$ cat config.mk
export PLATFORM = sky130hd
export DESIGN_NAME = argmax_layer
export DESIGN_NICKNAME = d
export VERILOG_FILES = /design/src/rtl/argmax_pkg.sv /design/src/rtl/argmax_lane_tree.sv /design/src/rtl/argmax_layer.sv
export SDC_FILE = /design/constraint.sdc
export NUM_CORES = 1
export LEC_CHECK = 0
export CAP_MARGIN = 20
export CORE_UTILIZATION = 48
export DETAILED_ROUTE_END_ITERATION = 10
export GPL_TIMING_DRIVEN = 0
export PLACE_DENSITY = 0.74
export SLEW_MARGIN = 0
export SYNTH_ARGS = -nofsm -noshare
export SYNTH_HDL_FRONTEND = slang
export SYNTH_HIERARCHICAL = 1
export SYNTH_SLANG_ARGS = --single-unit
$ cat constraint.sdc
create_clock -name clk -period 4.5 [get_ports clk]
set_input_delay 1.35 -clock clk [delete_from_list [all_inputs] [get_ports clk]]
set_output_delay 1.35 -clock clk [all_outputs]
set_load 0.02 [all_outputs]
$ cat src/rtl/argmax_pkg.sv
// Shared types and helpers for the argmax classifier stage.
// Latency: n/a (types, constants and pure functions only).
// Backpressure: n/a.
// Contents: state_e FSM encoding, width/scan-count helpers, score compare.
package argmax_pkg;

  // Widest score the compare helper accepts; scores are zero-extended into it.
  localparam int MAX_SCORE_W = 64;

  typedef enum logic [1:0] {
    IDLE = 2'd0,
    SCAN = 2'd1,
    DONE = 2'd2
  } state_e;

  // Class index width: max(1, clog2(num_classes)).
  function automatic int calc_idx_w(input int num_classes);
    return (num_classes <= 2) ? 1 : $clog2(num_classes);
  endfunction

  // Number of scan cycles: ceil(num_classes / lanes).
  function automatic int calc_scan(input int num_classes, input int lanes);
    return (num_classes + lanes - 1) / lanes;
  endfunction

  // Chunk counter width: max(1, clog2(scan_cycles)).
  function automatic int calc_cw(input int scan_cycles);
    return (scan_cycles <= 2) ? 1 : $clog2(scan_cycles);
  endfunction

  // Strict a > b on w-bit scores held zero-extended in the low bits.
  // Flipping the sign bit maps two's-complement order onto unsigned order,
  // so one unsigned comparator serves both modes.
  function automatic logic score_gt(input logic [MAX_SCORE_W-1:0] a,
                                    input logic [MAX_SCORE_W-1:0] b,
                                    input logic                   sgn,
                                    input int                     w);
    logic [MAX_SCORE_W-1:0] flip;
    flip = sgn ? (MAX_SCORE_W'(1) << (w - 1)) : '0;
    return (a ^ flip) > (b ^ flip);
  endfunction

endpackage

$ cat src/rtl/argmax_lane_tree.sv
// Combinational reduction of one chunk of LANES scores to (value, position).
// Latency: 0 cycles (pure combinational).
// Backpressure: none; the parent FSM decides when the result is used.
// Ports: lane_scores_i (LANES packed scores, lane l at [l*BIT_SIZE +: BIT_SIZE]),
//        lane_mask_i (1 = lane holds a real class), base_pos_i (position of lane 0),
//        win_val_o / win_pos_o (best unmasked lane, lowest position on ties).
module argmax_lane_tree
  import argmax_pkg::*;
#(
  parameter int BIT_SIZE = 8,
  parameter int LANES    = 1,
  parameter int IDX_W    = 4,
  parameter int SIGNED   = 0
) (
  input  logic [LANES*BIT_SIZE-1:0] lane_scores_i,
  input  logic [LANES-1:0]          lane_mask_i,
  input  logic [IDX_W-1:0]          base_pos_i,
  output logic [BIT_SIZE-1:0]       win_val_o,
  output logic [IDX_W-1:0]          win_pos_o
);

  localparam logic SGN = (SIGNED != 0);

  always_comb begin
    logic [BIT_SIZE-1:0] best_v;
    logic [IDX_W-1:0]    best_p;
    logic [BIT_SIZE-1:0] cur_v;
    logic                found;
    best_v = BIT_SIZE'(lane_scores_i);
    best_p = base_pos_i;
    cur_v  = '0;
    found  = 1'b0;
    // Lanes are walked in ascending position; only a strictly greater score
    // replaces the current best, which gives lowest-position-wins on ties.
    for (int l = 0; l < LANES; l++) begin
      cur_v = BIT_SIZE'(lane_scores_i >> (l * BIT_SIZE));
      if (lane_mask_i[l] &&
          (!found || score_gt(MAX_SCORE_W'(cur_v), MAX_SCORE_W'(best_v), SGN, BIT_SIZE))) begin
        best_v = cur_v;
        best_p = base_pos_i + IDX_W'(l);
        found  = 1'b1;
      end
    end
    win_val_o = best_v;
    win_pos_o = best_p;
  end

endmodule

$ cat src/rtl/argmax_layer.sv
// Finds index and value of the largest of NUM_CLASSES scores, LANES per cycle.
// Latency: out_valid rises S+1 cycles after the accept cycle (S = scan cycles).
// Backpressure: result held in DONE until out_ready; a new vector can be taken
//   in the same cycle the result is consumed, so there is no bubble.
// Ports: clk/rst (async active-high), in_scores/in_valid/in_ready (input vector,
//        position p at [p*BIT_SIZE +: BIT_SIZE]), out_class/out_max/out_valid/out_ready.
module argmax_layer
  import argmax_pkg::*;
#(
  parameter  int BIT_SIZE      = 8,
  parameter  int NUM_CLASSES   = 10,
  parameter  int LANES         = 1,
  parameter  int SIGNED        = 0,
  parameter  int REVERSE_ORDER = 1,
  localparam int IDX_W         = calc_idx_w(NUM_CLASSES)
) (
  input  logic                          clk,
  input  logic                          rst,
  input  logic [BIT_SIZE*NUM_CLASSES-1:0] in_scores,
  input  logic                          in_valid,
  output logic                          in_ready,
  output logic [IDX_W-1:0]              out_class,
  output logic [BIT_SIZE-1:0]           out_max,
  output logic                          out_valid,
  input  logic                          out_ready
);

  localparam int   S      = calc_scan(NUM_CLASSES, LANES);
  localparam int   CW     = calc_cw(S);
  localparam int   LANE_W = LANES * BIT_SIZE;
  localparam int   PAD_W  = S * LANE_W;
  localparam logic SGN    = (SIGNED != 0);

  state_e                         state_q;
  logic [BIT_SIZE*NUM_CLASSES-1:0] scores_q;
  logic [CW-1:0]                  chunk_q;
  logic [BIT_SIZE-1:0]            best_val_q, best_val_d;
  logic [IDX_W-1:0]               best_pos_q, best_pos_d;
  logic [IDX_W-1:0]               class_d;
  logic                           out_valid_q;
  logic [IDX_W-1:0]               out_class_q;
  logic [BIT_SIZE-1:0]            out_max_q;

  logic [PAD_W-1:0]  padded;
  logic [LANE_W-1:0] lane_scores;
  logic [LANES-1:0]  lane_mask;
  logic [IDX_W-1:0]  base_pos;
  logic [BIT_SIZE-1:0] tree_val;
  logic [IDX_W-1:0]  tree_pos;
  logic              last_chunk;

  // The buffer is zero-padded to a whole number of chunks; the padding
  // lanes are masked off so their contents never matter.
  assign padded      = PAD_W'(scores_q);
  assign lane_scores = LANE_W'(padded >> (int'(chunk_q) * LANE_W));
  assign base_pos    = IDX_W'(int'(chunk_q) * LANES);
  assign last_chunk  = (chunk_q == CW'(S - 1));

  always_comb begin
    lane_mask = '0;
    for (int l = 0; l < LANES; l++) begin
      lane_mask[l] = ((int'(chunk_q) * LANES + l) < NUM_CLASSES);
    end
  end

  argmax_lane_tree #(
    .BIT_SIZE (BIT_SIZE),
    .LANES    (LANES),
    .IDX_W    (IDX_W),
    .SIGNED   (SIGNED)
  ) u_tree (
    .lane_scores_i (lane_scores),
    .lane_mask_i   (lane_mask),
    .base_pos_i    (base_pos),
    .win_val_o     (tree_val),
    .win_pos_o     (tree_pos)
  );

  // Chunk 0 seeds the running best from the data rather than from zero, so
  // all-negative and all-zero vectors resolve correctly. Later chunks only
  // win when strictly greater, keeping the earlier (lower) position on ties.
  always_comb begin
    best_val_d = best_val_q;
    best_pos_d = best_pos_q;
    if (chunk_q == '0 ||
        score_gt(MAX_SCORE_W'(tree_val), MAX_SCORE_W'(best_val_q), SGN, BIT_SIZE)) begin
      best_val_d = tree_val;
      best_pos_d = tree_pos;
    end
    class_d = (REVERSE_ORDER != 0) ? (IDX_W'(NUM_CLASSES - 1) - best_pos_d) : best_pos_d;
  end

  always_ff @(posedge clk or posedge rst) begin
    if (rst) begin
      state_q     <= IDLE;
      scores_q    <= '0;
      chunk_q     <= '0;
      best_val_q  <= '0;
      best_pos_q  <= '0;
      out_valid_q <= 1'b0;
      out_class_q <= '0;
      out_max_q   <= '0;
    end else begin
      case (state_q)
        IDLE: begin
          if (in_valid) begin
            scores_q <= in_scores;
            chunk_q  <= '0;
            state_q  <= SCAN;
          end
        end
        SCAN: begin
          best_val_q <= best_val_d;
          best_pos_q <= best_pos_d;
          if (last_chunk) begin
            out_max_q   <= best_val_d;
            out_class_q <= class_d;
            out_valid_q <= 1'b1;
            state_q     <= DONE;
          end else begin
            chunk_q <= chunk_q + CW'(1);
          end
        end
        DONE: begin
          if (out_ready) begin
            out_valid_q <= 1'b0;
            if (in_valid) begin
              scores_q <= in_scores;
              chunk_q  <= '0;
              state_q  <= SCAN;
            end else begin
              state_q <= IDLE;
            end
          end
        end
        default: state_q <= IDLE;
      endcase
    end
  end

  // Ready in DONE depends on out_ready in the same cycle, which is what
  // lets a consumed result and a new vector share one cycle.
  assign in_ready  = (state_q == IDLE) || ((state_q == DONE) && out_ready);
  assign out_valid = out_valid_q;
  assign out_class = out_class_q;
  assign out_max   = out_max_q;

endmodule
==> impl_metrics.ini <==
[timing]
fin_skew_ps = 16.4
finalSetupViolCount = 0
rsz0062_at_grt = false
tightestPinTransition_ps = 660
drv_slew = 0
finalSetupTns_ps = 0
fin_crit_sh_pct = 93.7
holdWs_ps = 484
relSlewSlack_pct = 56.0
min_period_ps = 4220
setup_ws_ps = 283
finalHoldViolations = 0
max_freq_ghz = 0.237

[global_routing]
grtUsageTotal_pct = 22.2
met1_usage_pct = 30.2
grt_pass1_wl_mm = 19.1
met3_usage_pct = 4.78
antenna_found_initial = 0
met2_usage_pct = 35.9
grt_most_used_layer = met2
grt-ovfl-total = 0
grt_max_degree = 60
grt_pass1_vias = 3630

[clock_network]
cts_tree = built
path_clk_slew_ps = 100
clockBufferDepth = 2
cts.htree.levels = 3
cts_inserted_buffers = 9
clock_latency_ps = 390
clockRootBuffer = clkbuf_8
cts.sinks = 111
hold_buffers = 0

[final_layout]
fillers = 855
drive_gt1_share_pct = 33.3
final_util_pct = 62.0
antenna_cells = 0
area_delta_synth_final_pct = 25.7
final_area_um2 = 6730
nets = 592

[outcome]
status = finished, final reports clean

[worst_setup_path]
cp_data_arrival_time_ps = 4510
path_cells = buf_4, clkbuf_4, mux2_2, a221oi_1, a21oi_1, buf_4, ha_1, o21ai_0, nor2_1, o32ai_2, and2_4, buf_6, mux2i_1, ha_1, nor3_1, o31ai_1
cp_max_fo = 17
cp-start-kind = flip-flop
cpPeakStageDelay_ps = 430
required_ps = 4790
end_kind = flip-flop
critical_path_class = flip-flop to flip-flop
slowest_stage = dfrtp_1

[placement]
gp_congestion = 0.835
dp_hpwl_mm = 8.70
dpl_cell_area_um2 = 6530
dp_slack_ps = 0.396
numPortBuffers = 97

[power_and_ir_drop]
p_int_mw = 3.42
netSwitchingFraction_pct = 35.4
p_per_area_nw_per_um2 = 788
clkPwrFrac_pct = 11.2
power.switching_mw = 1.88
combPwrFrac_pct = 55.2
leakagePower_nw = 2.89
ir_drop_uv = 402
seqPwrFrac_pct = 33.5

[drt]
drc = 0
drt-initial-drc-count = 92
vias_per_cell = 5.41
antenna_left = 0
wirelength_mm = 11.5
vias = 3469
dr.pass1.iters = 4
routedWlPerCell_um = 17.9

[synth]
synth_area_per_cell_um2 = 13.8
syn_inst = 388
syn-cell-area_um2 = 5350
yosys_warnings = 6
synth_fp_nets = 484

[die]
start_util_pct = 49.4
dieArea_um2 = 11600
fp.dieH_um = 108
die_x_um = 108
core_um2 = 10800
rows = 38
io_pins = 98

[job]
cap_violations = 0

[min_path]
holdCritPathClass = flip-flop to flip-flop
## sequential cells by signal, indices dropped and copies added (netlist names)
name / flops
state_q: 2
out_valid: 1
chunk_q: 4
best_val_q: 8
out_max: 8
best_pos_q: 4
out_class: 4
padded: 80
## repair_timing
| item | CTS | global route |
|---|---|---|
| resized for setup | 0 | 3 |
| buffers inserted | 0 | 0 |
| gates cloned | 0 | 0 |
| setup endpoints to repair | 1 | 2 |
## layer usage
| metal | wire length [um] | up-vias |
|---|---|---|
| li1 | - | 1599 |
| met1 | 5070 | 1758 |
| met2 | 5640 | 98 |
| met3 | 583 | 14 |
| met4 | 180 | 0 |
| met5 | 0 | - |
## worst max-delay path, delay by kind of cell, from the launching register on
family / cells / cell delay (ps)
AO/OA/AOI/OAI: 5 / 1220
multiplexers: 2 / 650
AND/OR/NAND/NOR: 3 / 360
flip-flops: 1 / 430
adder cells (fa/ha/maj): 2 / 490
buffers and inverters: 4 / 980
## layout make-up
| type | count | area (um^2) | share of cell area (%) |
|---|---|---|---|
| sequential | 111 | 2780 | 41.3 |
| multi-input combinational | 232 | 2320 | 34.5 |
| timing repair buffer | 98 | 998 | 14.8 |
| buffer | 32 | 210 | 3.13 |
| tap | 140 | 175 | 2.60 |
| clock buffer | 10 | 138 | 2.05 |
| clock inverter | 6 | 58.8 | 0.874 |
| inverter | 12 | 47.5 | 0.707 |
## through the flow
step / std cells / total power, mW
floorplan: 388 / 4.01
global route: 641 / 5.68
finish: 641 / 5.30
CTS: 641 / 5.34
global placement: 625 / 4.64
detailed placement: 626 / 4.74
## cells in the final DEF, fill, tap and decap left out, types with 5 or more instances in the layout
cell type / n
a21oi_1: 11
a221oi_1: 8
buf_2: 11
buf_4: 13
clkbuf_1: 5
clkbuf_8: 10
clkdlybuf4s50_1: 97
dfrtp_1: 111
ha_1: 12
inv_1: 10
mux2_2: 91
mux2_4: 10
mux2i_1: 9
mux4_2: 16
nand2_1: 23
nor2_1: 8
o21ai_0: 13
## worst paths after layout
kind | cells past startpoint | slack [ps] | endpoint | start
setup / recovery | 16 | 280 | out_class[3]$_DFFE_PP0P_ | chunk_q[0]$_DFFE_PP0P_
hold / removal | 2 | 480 | out_class[0]$_DFFE_PP0P_ | out_class[0]$_DFFE_PP0P_
setup reg to reg | 16 | 280 | out_class[3]$_DFFE_PP0P_ | chunk_q[0]$_DFFE_PP0P_
hold reg to reg | 2 | 480 | out_class[0]$_DFFE_PP0P_ | out_class[0]$_DFFE_PP0P_
max in group asynchronous | 3 | 2370 | out_class[2]$_DFFE_PP0P_ | rst
min in group asynchronous | 2 | 1420 | padded[11]$_DFFE_PP0P_ | rst
## power groups by stage
stage | Clock (mW) | Sequential (mW) | Combinational [mW]
5_1_grt | 0.658 | 1.84 | 3.18
3_5_place_dp | 0 | 1.80 | 2.95
2_1_floorplan | 0 | 1.77 | 2.25
3_3_place_gp | 0 | 1.76 | 2.88
4_1_cts | 0.618 | 1.77 | 2.95
6_report | 0.596 | 1.78 | 2.93
Note: power is estimated with default switching activity, not from simulation.
